==> src/rtl/noc_pkg.sv <==
// Shared types for the mesh router input requester: flit codes, port ids,
// FSM encoding, timeout limit and the XY route helper.
package noc_pkg;

    localparam int COORD_W = 4;
    localparam int NPORTS  = 5;

    typedef enum logic [1:0] {
        FT_BODY   = 2'b00,
        FT_TAIL   = 2'b01,
        FT_HEAD   = 2'b10,
        FT_SINGLE = 2'b11
    } flit_type_e;

    typedef enum logic [2:0] {
        P_LOCAL = 3'd0,
        P_NORTH = 3'd1,
        P_EAST  = 3'd2,
        P_SOUTH = 3'd3,
        P_WEST  = 3'd4
    } port_e;

    typedef enum logic [1:0] {
        ST_IDLE = 2'd0,
        ST_REQ  = 2'd1,
        ST_SEND = 2'd2
    } state_e;

    localparam logic [7:0] TIMEOUT_LIMIT = 8'd255;

    // X dimension is resolved completely before Y is considered
    function automatic port_e xy_route(
        input logic [COORD_W-1:0] dx,
        input logic [COORD_W-1:0] dy,
        input logic [COORD_W-1:0] x_id,
        input logic [COORD_W-1:0] y_id
    );
        port_e p;
        p = P_LOCAL;
        unique case (1'b1)
            (dx > x_id):                p = P_EAST;
            (dx < x_id):                p = P_WEST;
            (dx == x_id && dy > y_id):  p = P_NORTH;
            (dx == x_id && dy < y_id):  p = P_SOUTH;
            default:                    p = P_LOCAL;
        endcase
        return p;
    endfunction

endpackage

==> src/rtl/flit_fifo.sv <==
// Small power-of-two flit FIFO with a combinational head-of-queue port.
// Head reads as zero while empty; a push is refused whenever the FIFO is full.
module flit_fifo #(
    parameter int DATA_W = 16,
    parameter int DEPTH  = 4
) (
    input  logic              clk_i,
    input  logic              rst_ni,
    input  logic              push_i,
    input  logic [DATA_W-1:0] data_i,
    input  logic              pop_i,
    output logic [DATA_W-1:0] data_o,
    output logic              full_o,
    output logic              empty_o
);

    localparam int AW = $clog2(DEPTH);

    logic [DATA_W-1:0] mem_q [DEPTH];
    logic [AW-1:0]     wr_q, wr_d;
    logic [AW-1:0]     rd_q, rd_d;
    logic [AW:0]       cnt_q, cnt_d;
    logic              do_push;
    logic              do_pop;

    assign full_o  = (cnt_q == (AW+1)'(DEPTH));
    assign empty_o = (cnt_q == '0);
    assign do_push = push_i && !full_o;
    assign do_pop  = pop_i && !empty_o;
    assign data_o  = empty_o ? '0 : mem_q[rd_q];

    always_comb begin
        wr_d  = do_push ? wr_q + 1'b1 : wr_q;
        rd_d  = do_pop ? rd_q + 1'b1 : rd_q;
        cnt_d = cnt_q;
        unique case ({do_push, do_pop})
            2'b10:   cnt_d = cnt_q + 1'b1;
            2'b01:   cnt_d = cnt_q - 1'b1;
            default: cnt_d = cnt_q;
        endcase
    end

    always_ff @(posedge clk_i or negedge rst_ni) begin
        if (!rst_ni) begin
            wr_q  <= '0;
            rd_q  <= '0;
            cnt_q <= '0;
        end else begin
            wr_q  <= wr_d;
            rd_q  <= rd_d;
            cnt_q <= cnt_d;
        end
    end

    always_ff @(posedge clk_i) begin
        if (do_push) begin
            mem_q[wr_q] <= data_i;
        end
    end

endmodule

==> src/rtl/port_requester.sv <==
// Router input-port requester: buffers flits, XY-routes the head, holds a
// one-hot request until the tail leaves. Define PORT_REQ_TIMEOUT_EN for err.
module port_requester
    import noc_pkg::*;
#(
    parameter int                 DATA_W = 16,
    parameter int                 DEPTH  = 4,
    parameter logic [COORD_W-1:0] X_ID   = '0,
    parameter logic [COORD_W-1:0] Y_ID   = '0
) (
    input  logic              clk,
    input  logic              rst,
    input  logic [DATA_W-1:0] in_flit,
    input  logic              in_valid,
    output logic              in_ready,
    output logic [NPORTS-1:0] req,
    input  logic [NPORTS-1:0] gnt,
    output logic [DATA_W-1:0] out_flit,
    output logic              out_valid,
    output logic              err
);

    state_e            state_q;
    port_e             sel_q, sel_d;
    logic [NPORTS-1:0] req_q, req_d;
    logic [DATA_W-1:0] head;
    logic              full;
    logic              empty;
    logic              pop;
    logic              discard;
    logic              head_is_hdr;
    flit_type_e        head_type;

    flit_fifo #(
        .DATA_W (DATA_W),
        .DEPTH  (DEPTH)
    ) u_fifo (
        .clk_i   (clk),
        .rst_ni  (rst),
        .push_i  (in_valid),
        .data_i  (in_flit),
        .pop_i   (pop),
        .data_o  (head),
        .full_o  (full),
        .empty_o (empty)
    );

    assign head_type   = flit_type_e'(head[DATA_W-1 -: 2]);
    assign head_is_hdr = head[DATA_W-1];
    assign sel_d       = xy_route(head[7:4], head[3:0], X_ID, Y_ID);
    assign req_d       = {{(NPORTS-1){1'b0}}, 1'b1} << sel_d;

    assign out_valid = (state_q == ST_REQ || state_q == ST_SEND)
                       && gnt[sel_q] && !empty;
    // Body/tail without a preceding head is dropped straight from the FIFO
    assign discard   = (state_q == ST_IDLE) && !empty && !head_is_hdr;
    assign pop       = out_valid || discard;

    assign in_ready = !full;
    assign out_flit = head;
    assign req      = req_q;

    always_ff @(posedge clk or negedge rst) begin
        if (!rst) begin
            state_q <= ST_IDLE;
            sel_q   <= P_LOCAL;
            req_q   <= '0;
        end else begin
            unique case (state_q)
                ST_IDLE: begin
                    if (!empty && head_is_hdr) begin
                        sel_q   <= sel_d;
                        req_q   <= req_d;
                        state_q <= ST_REQ;
                    end
                end
                ST_REQ: begin
                    if (out_valid) begin
                        if (head_type == FT_SINGLE) begin
                            req_q   <= '0;
                            state_q <= ST_IDLE;
                        end else begin
                            state_q <= ST_SEND;
                        end
                    end
                end
                ST_SEND: begin
                    if (out_valid && head_type == FT_TAIL) begin
                        req_q   <= '0;
                        state_q <= ST_IDLE;
                    end
                end
                default: begin
                    req_q   <= '0;
                    state_q <= ST_IDLE;
                end
            endcase
        end
    end

`ifdef PORT_REQ_TIMEOUT_EN
    logic [7:0] cnt_q;
    logic       err_q;

    always_ff @(posedge clk or negedge rst) begin
        if (!rst) begin
            cnt_q <= '0;
            err_q <= 1'b0;
        end else begin
            if (state_q != ST_REQ) begin
                cnt_q <= '0;
            end else begin
                if (cnt_q != TIMEOUT_LIMIT) begin
                    cnt_q <= cnt_q + 8'd1;
                end
                if (cnt_q == TIMEOUT_LIMIT && !gnt[sel_q]) begin
                    err_q <= 1'b1;
                end
            end
        end
    end

    assign err = err_q;
`else
    assign err = 1'b0;
`endif

endmodule
==> config.mk <==
export PLATFORM = sky130hd
export DESIGN_NAME = port_requester
export DESIGN_NICKNAME = d
export VERILOG_FILES = /design/src/rtl/noc_pkg.sv /design/src/rtl/flit_fifo.sv /design/src/rtl/port_requester.sv
export SDC_FILE = /design/constraint.sdc
export NUM_CORES = 1
export LEC_CHECK = 0
export ABC_AREA = 1
export BUFFER_PORTS_ARGS = -buffer_cell sky130_fd_sc_hd__buf_2
export CORE_UTILIZATION = 40
export CTS_CLUSTER_SIZE = 40
export DETAILED_ROUTE_END_ITERATION = 6
export GPL_TIMING_DRIVEN = 0
export PLACE_DENSITY = 0.56
export SLEW_MARGIN = 15
export SYNTH_ARGS = -nofsm -noshare
export SYNTH_HDL_FRONTEND = slang
export SYNTH_SLANG_ARGS = --single-unit
==> constraint.sdc <==
create_clock -name clk -period 5.5 [get_ports clk]
set_clock_uncertainty 0.15 [all_clocks]
set_input_delay 0.55 -clock clk [delete_from_list [all_inputs] [get_ports clk]]
set_output_delay 0.55 -clock clk [all_outputs]
set_load 0.02 [all_outputs]
==> flow_summary.ini, run 1 <==
[timing]
fmax_ghz = 0.3791
holdWs_ns = 0.2607
final_hold_viol_count = 0
slew_headroom_pct = 61.40
drv_slew = 0
rsz0062_at_grt = false
setup_violations = 0
fin_tns_setup_ns = 0
period_share_pct = 47.96
worst_slew_pin_slew_ns = 0.5784
post-route-min-period_ns = 2.638

[yosys]
synth_area_leaders = edfxtp_1 (52%), dfrtp_1 (10%), nand2_1 (9.5%), inv_1 (6.2%), nor2_1 (3.8%)
synth_seq_cells = 79
syn_inst = 365
seq_area_frac_synth_pct = 62.45
yosys_warnings = 0
synth_top_area_share_pct = 52.24
ys.flop_type = edfxtp_1
syn-cell-area_um2 = 3679
synth_top_cell_by_area = edfxtp_1
synth.avg_cell_area_um2 = 10.08
ys_types = 26
synth_edf_count = 64
ys_async_sr_fraction_pct = 18.99

[status]
run_status = finished with violations
violations = design-rule violations

[die]
die_h_um = 97.90
core.rowCount = 34
io_pins = 48
die_area_um2 = 9583
fp.dieW_um = 97.90
coreArea_um2 = 8806
start_util_pct = 41.77

[global_routing]
grt_max_degree = 16
grt_pass1_wl_um = 11810
grt_pass1_vias = 2399
gr-usage-all-layers_pct = 16.23
antenna_found_initial = 0
overflow = 0

[routing]
drt_iter0_markers = 82
routed_wirelength_um = 7174
vias_per_cell = 4.677
drtPass1Iterations = 6
drc = 3
ant_nets = 0
num_vias = 2521
routedWlPerCell_um = 13.31

[worst_setup_path]
critPathLaunchType = flip-flop
criticalPathCategory = reg2out
cp_max_fo = 10
r2r_setup_slack_ns = 2.98
timing.rr.start = u_fifo.rd_q[1]$_DFFE_PN0P_
cp_data_required_time_ns = 4.80
reg2reg_depth = 12
critPathLaunch = u_fifo.rd_q[0]$_DFFE_PN0P_
r2r-end = u_fifo.cnt_q[2]$_DFFE_PN0P_
critical_path_arrival_ns = 1.94
cp-endpoint = out_flit[12]
critPathCaptureType = primary output

[placement]
placedCellCount = 522
place.gp.congestion = 0.7206
dpl_cell_area_um2 = 4104
dp_hpwl_um = 5152
port_buffers = 44

[power]
power.leakage_nw = 2.008
power.total_w = 0.002556
powerDensity_nw_per_um2 = 592.3
peakVddDrop_mv = 0.2637

[clock_tree]
cts_root_buf = clkbuf_8
clk_latency_ns = 0.35
path_clk_slew_ns = 0.09
ctsResizeCount = 0
cts_tree = built
clock_path_buffers = 2
cts.sinks = 79
cts-htree-levels = 3
cts_made_buffers = 9

[cells_and_area]
layout.cells.non_filler = 539
syn_to_final_growth_pct = 17.31
n_antenna_cell = 0
fin_area_um2 = 4315
drive_gt1_share_pct = 22.74
fin_nets = 460

[flow_run]
cap_violations = 0

[hold_path]
holdCritPathClass = in2reg
-- synth_stat cells, types with 6 or more instances --
master,number
nand2_1,93
edfxtp_1,64
inv_1,61
nor2_1,37
o21ai_0,19
nand3_1,18
dfrtp_1,15
ha_1,9
a21oi_1,8
buf_4,6
nand2_2,6
nand3_2,6
-- how the worst min path moves through the flow --
stage                                start                            to  slack (ns)  depth (start not counted)
6_report                        in_flit[9]  u_fifo.mem_q[2][9]$_DFFE_PP_        0.26                          1
5_1_grt                         in_flit[9]  u_fifo.mem_q[0][9]$_DFFE_PP_        0.25                          1
4_1_cts                         in_flit[9]  u_fifo.mem_q[0][9]$_DFFE_PP_        0.24                          1
3_5_place_dp   u_fifo.cnt_q[0]$_DFFE_PN0P_   u_fifo.cnt_q[0]$_DFFE_PN0P_        0.32                          1
3_3_place_gp            req[2]$_DFFE_PN0P_            req[2]$_DFFE_PN0P_        0.31                          2
2_1_floorplan                          rst            req[0]$_DFFE_PN0P_        0.10                          0
-- cells by family after synthesis --
logic type / share of synthesized area (%)
simple gates: 19.05
flops: 62.45
buf+inv: 8.911
compound gates: 4.694
fa+ha+maj: 3.606
xor+xnor: 1.190
other cells: 0.1019
-- report_power, final --
group / total (W) / internal, W / switching (W)
combinational: 0.00127 / 0.000426 / 0.000846
clock: 0.000439 / 0.000214 / 0.000224
sequential: 0.000845 / 0.000800 / 0.0000448
total: 0.00256 / 0.00144 / 0.00112
-- final cells by class --
class                      count  area (um2)
buffer                        13       91.34
clock inverter                 7       77.57
fill                         833        4491
sequential                    79        2297
multi-input combinational    211        1067
clock buffer                   9       123.9
inverter                      63       236.5
tap                          108       135.1
timing repair buffer          49       286.5
-- flip-flops by register name, summed over array words and instances (netlist names) --
| register | cells |
|---|---|
| u_fifo.cnt_q | 3 |
| u_fifo.rd_q | 2 |
| sel_q | 2 |
| u_fifo.mem_q | 64 |
| state_q | 2 |
| u_fifo.wr_q | 2 |
| req | 4 |
-- metrics by stage --
step / util, % / setup WS [ns]
2_1_floorplan: - / 3.207
3_3_place_gp: 45.85 / 2.722
3_5_place_dp: 46.60 / 2.974
4_1_cts: 49.01 / 2.797
5_1_grt: 49.01 / 2.614
6_report: 49.01 / 2.862
-- critical path: stages, from the launching register on --
cell and delay (ns):
dfrtp_1 0.35, buf_6 0.14, buf_2 0.23, buf_2 0.26
nor2_1 0.08, nor2_1 0.08, o21ai_0 0.08, a21oi_1 0.17
buf_2 0.19
-- timing repair --
item                      4_1_cts  5_1_grt
hold endpoints to repair       15        0
buffers inserted                0        0
hold buffers                    1        0
-- cell usage in the layout, fill, tap and decap left out, types with 4 or more instances in the layout --
cell	Yosys	final
o21ai_0	19	19
nand2_1	93	93
nand3_1	18	18
buf_2	4	48
nand2_2	6	6
nor2_2	1	5
ha_1	9	9
xor2_1	4	4
clkbuf_8	0	9
a21oi_1	8	8
buf_4	6	6
inv_1	61	61
edfxtp_1	64	64
nand3_2	6	6
dfrtp_1	15	15
nor2_1	37	33
-- layer usage --
metal	share of wire (%)	track usage, %	wire [um]	vias to the layer above
met5	0	0	0	-
met4	1.3	5.594	94	0
met3	4.4	3.865	318	8
met2	50	27.19	3564	57
met1	45	20.59	3196	1178
li1	-	-	-	1278
Power figures use the tool's default switching activity.
==> run 2: changes to the inputs <==
- clock period: 5.5 -> 2.6 ns (I/O delays scaled with it)
==> flow_summary.ini, run 2 (same netlist as run 1, synthesis figures left out) <==
[routing]
vias_per_cell = 4.619
ant_nets = 0
routed_wirelength_um = 7353
drtPass1Iterations = 7
drc = 3
num_vias = 2582
drt_iter0_markers = 92
routedWlPerCell_um = 13.15

[worst_setup_path]
critPathTopFamily = adder cells
crit_slowest_cell = fa_1
worst-path-stages = 14
cp_data_required_time_ns = 2.69
reg2reg_depth = 14
critPathBufInv = 4
cp_max_fo = 10
worstPathCellList = buf_6 -> inv_2 -> buf_6 -> nand2_2 -> nand3_2 -> nand3_2 -> nand2_4 -> o21ai_4 -> ha_1 -> inv_1 -> fa_1 -> a21oi_1 -> o21ai_1 -> xor2_1
critPathLaunchType = flip-flop
cp_slowest_stage_delay_ns = 0.38
critPathCaptureType = flip-flop
criticalPathCategory = reg2reg
critical_path_arrival_ns = 2.47

[cells_and_area]
top_register = u_fifo.mem_q
layout.cells.non_filler = 559
mostFrequentLayoutCells = nand2_1 (93), edfxtp_1 (64), inv_1 (61)
syn_to_final_growth_pct = 23.44
drive_gt1_share_pct = 22.62
n_antenna_cell = 0
largest_reg_flops = 64
fin_nets = 480
mostFrequentLayoutCell = nand2_1
final-seq-area_um2 = 2297
final.fill_count = 809
multi_input_area_um2 = 1087

[clock_tree]
clk_latency_ns = 0.35
cts_root_buf = clkbuf_8
cts-htree-levels = 3
path_clk_slew_ns = 0.09
cts.sinks = 79
clock_path_buffers = 2
cts_tree = built
cts_made_buffers = 9

[power]
p_switching_w = 0.002412
power_frac_comb_pct = 51.3
p_clk_share_pct = 16.6
powerDensity_nw_per_um2 = 1226
peakVddDrop_mv = 0.5700
power.leakage_nw = 2.106
power.total_w = 0.005567
p_seq_share_pct = 32.1
p_sw_share_pct = 43.33
p_int_w = 0.003155

[die]
core.rowCount = 34
coreArea_um2 = 8806
die_area_um2 = 9583
start_util_pct = 41.77
io_pins = 48
fp.dieW_um = 97.90
die_h_um = 97.90

[timing]
post-route-min-period_ns = 2.379
fmax_ghz = 0.4204
setup_violations = 0
holdWs_ns = 0.1965
period_share_pct = 91.49
rsz0062_at_grt = false
slew_headroom_pct = 61.31
drv_slew = 0
final_hold_viol_count = 0
fin_tns_setup_ns = 0
worst_slew_pin_slew_ns = 0.5798

[status]
run_status = finished with violations
violations = design-rule violations

[global_routing]
gr-usage-all-layers_pct = 16.40
overflow = 0
grt_pass1_vias = 2451
grt_pass1_wl_um = 11980
grt_max_degree = 16
antenna_found_initial = 0

[hold_path]
holdCritPathClass = in2async

[placement]
place.gp.congestion = 0.7206
dp_hpwl_um = 5152
port_buffers = 44
placedCellCount = 522

[flow_run]
cap_violations = 0
run 2: stage by stage:
stage,worst slack [ns],area (um2),util [%]
5_1_grt,0.01228,4541,51.56
3_5_place_dp,0.07356,4104,46.60
6_report,0.2213,4541,51.56
3_3_place_gp,-0.1224,4038,45.85
4_1_cts,0.06615,4476,50.82
2_1_floorplan,0.3074,3682,-
run 2: worst paths after layout:
kind	slack [ns]	endpoint	startpoint
max	0.22	u_fifo.cnt_q[2]$_DFFE_PN0P_	u_fifo.rd_q[0]$_DFFE_PN0P_
min	0.20	req[1]$_DFFE_PN0P_	rst
max reg2reg	0.22	u_fifo.cnt_q[2]$_DFFE_PN0P_	u_fifo.rd_q[0]$_DFFE_PN0P_
min reg2reg	0.33	u_fifo.cnt_q[0]$_DFFE_PN0P_	u_fifo.cnt_q[0]$_DFFE_PN0P_
max in group asynchronous	1.84	sel_q[1]$_DFFE_PN0P_	rst
min in group clk	0.29	u_fifo.wr_q[1]$_DFFE_PN0P_	in_valid
run 2: timing repair:
action                                  CTS  global route
resized for setup                         0             5
endpoints found under the hold margin    79             0
endpoints found under the setup margin    0             1
setup buffers                             0             4
hold buffers                             17             0
run 2: layout make-up:
cell class | count | share of cell area (%)
clock inverters | 7 | 1.708
flip-flops and latches | 79 | 50.59
repair buffers | 69 | 10.77
clock buffers | 9 | 2.728
plain buffers | 13 | 2.012
well taps | 108 | 2.976
inverters | 63 | 5.263
multi-input cells | 211 | 23.95
run 2: power groups by stage:
stage	Clock (W)	Combinational (W)	Sequential, W
finish	0.000926	0.00285	0.00179
global route	0.00101	0.00321	0.00182
CTS	0.000957	0.00276	0.00179
detailed placement	0	0.00273	0.00182
global placement	0	0.00263	0.00182
floorplan	0	0.00192	0.00182
run 2: layer usage:
layer | wire length, um | vias up | GRT usage, % | part of all wire [%]
met4 | 76 | 0 | 5.594 | 1.0
met1 | 3300 | 1197 | 20.97 | 45
met5 | 0 | - | 0 | 0
met3 | 342 | 8 | 3.579 | 4.7
li1 | - | 1314 | - | -
met2 | 3633 | 63 | 27.57 | 49
==> run 3: changes to the inputs <==
- CELL_PAD_IN_SITES_DETAIL_PLACEMENT: unset -> 1
- CELL_PAD_IN_SITES_GLOBAL_PLACEMENT: unset -> 1
- PLACE_DENSITY: 0.56 -> 0.69
==> flow_summary.ini, run 3 (same netlist as run 1, synthesis figures left out) <==
[placement]
dpl_cell_area_um2 = 4104
dp_hpwl_um = 5773
port_buffers = 44
place.gp.congestion = 0.7806

[power]
power_frac_comb_pct = 52.0
p_sw_share_pct = 44.32
p_clk_share_pct = 16.3
power.total_w = 0.005659
p_switching_w = 0.002508
p_int_w = 0.003151
power.leakage_nw = 2.094
peakVddDrop_mv = 0.5845
powerDensity_nw_per_um2 = 1246
p_seq_share_pct = 31.6

[routing]
drc = 4
drt_iter0_markers = 74
num_vias = 2624
ant_nets = 0
vias_per_cell = 4.703
routed_wirelength_um = 8371
drtPass1Iterations = 6
routedWlPerCell_um = 15.00

[status]
violations = design-rule violations
run_status = finished with violations

[worst_setup_path]
critPathCaptureType = flip-flop
critPathLaunch = u_fifo.rd_q[0]$_DFFE_PN0P_
timing.rr.start = u_fifo.rd_q[0]$_DFFE_PN0P_
r2r_setup_slack_ns = 0.15
critical_path_arrival_ns = 2.54
critPathLaunchType = flip-flop
criticalPathCategory = reg2reg
cp_max_fo = 10
cp_data_required_time_ns = 2.68

[die]
die_area_um2 = 9583
coreArea_um2 = 8806
core.rowCount = 34
fp.dieW_um = 97.90
io_pins = 48
die_h_um = 97.90
start_util_pct = 41.77

[global_routing]
grt_max_degree = 16
gr-usage-all-layers_pct = 18.76
grt_pass1_vias = 2801
overflow = 0
antenna_found_initial = 0
grt_pass1_wl_um = 13570

[hold_path]
holdCritPathClass = in2async

[timing]
holdWs_ns = 0.2009
fmax_ghz = 0.4077
period_share_pct = 94.33
post-route-min-period_ns = 2.453
slew_headroom_pct = 60.79
drv_slew = 0
setup_violations = 0
final_hold_viol_count = 0
worst_slew_pin_slew_ns = 0.5875

[flow_run]
cap_violations = 0

[clock_tree]
clock_path_buffers = 2
path_clk_slew_ns = 0.09
cts.sinks = 79
cts_tree = built
cts_root_buf = clkbuf_8
cts-htree-levels = 3
cts_made_buffers = 9
clk_latency_ns = 0.34

[cells_and_area]
largest_reg_flops = 64
fin_area_um2 = 4542
top_register = u_fifo.mem_q
syn_to_final_growth_pct = 23.47
fin_nets = 479
mostFrequentLayoutCells = nand2_1 (93), edfxtp_1 (64), inv_1 (61)
n_antenna_cell = 0
mostFrequentLayoutCell = nand2_1
drive_gt1_share_pct = 22.44
-- run 3: changes by cell type in the layout (fill, tap and decap cells not counted), sizes merged --
cell / before / now
buf: 64 / 63
inv: 66 / 65
clkinv: 2 / 1
clkinvlp: 1 / 3
-- run 3: power by group through the flow --
stage	Combinational, W	Clock [W]	Sequential (W)
final	0.00294	0.000924	0.00179
after CTS	0.00284	0.000941	0.00179
after floorplan	0.00192	0	0.00182
after global routing	0.00329	0.000986	0.00182
after global placement	0.00266	0	0.00182
after detailed placement	0.00280	0	0.00182
-- run 3: timing repair --
item                       CTS  global route
resized for setup            0             6
buffers inserted             0             3
hold buffers                17             0
setup endpoints to repair    0             2
hold endpoints to repair    79             0
-- run 3: worst max-delay path, stage by stage (launching register included) --
cell and delay, ns:
dfrtp_1 0.35, buf_6 0.13, inv_2 0.05, buf_6 0.14, nand2_2 0.06, nand3_2 0.10
nand3_4 0.11, nand2_4 0.08, o21ai_4 0.17, ha_1 0.16, inv_1 0.07, fa_1 0.38
a21oi_1 0.15, o21ai_1 0.09, xor2_1 0.14
-- run 3: per-stage QoR --
step / instances / setup WS [ns] / setup TNS, ns / util, %
2_1_floorplan: 366 / 0.3074 / 0 / -
3_3_place_gp: 518 / -0.1598 / -5.478 / 45.85
3_5_place_dp: 522 / 0.01018 / 0 / 46.60
4_1_cts: 555 / 0.00009570 / 0 / 50.84
5_1_grt: 558 / -0.01289 / -0.01289 / 51.58
6_report: 558 / 0.1475 / 0 / 51.58
-- run 3: final timing paths --
kind / endpoint / cells past startpoint
hold / removal: req[3]$_DFFE_PN0P_ / 2
setup reg to reg: u_fifo.cnt_q[2]$_DFFE_PN0P_ / 14
min in group clk: u_fifo.wr_q[0]$_DFFE_PN0P_ / 3
max in group asynchronous: sel_q[1]$_DFFE_PN0P_ / 2
hold reg to reg: req[2]$_DFFE_PN0P_ / 2
setup / recovery: u_fifo.cnt_q[2]$_DFFE_PN0P_ / 14
-- run 3: area by class of cell --
| cell class | instances | area, um2 |
|---|---|---|
| Inverter | 63 | 239.0 |
| Fill cell | 1004 | 4264 |
| Multi-Input combinational cell | 211 | 1095 |
| Clock buffer | 9 | 123.9 |
| Clock inverter | 7 | 78.83 |
| Timing Repair Buffer | 68 | 481.7 |
| Sequential cell | 79 | 2297 |
| Buffer | 13 | 91.34 |
| Tap cell | 108 | 135.1 |
-- run 3: metal layers --
metal	routed length, um	track usage (%)	vias to the layer above	share of wire [%]
li1	-	-	1311	-
met1	3508	21.59	1251	42
met2	4493	34.51	54	54
met3	279	3.078	8	3.3
met4	89	7.692	0	1.1
met5	0	0	-	0
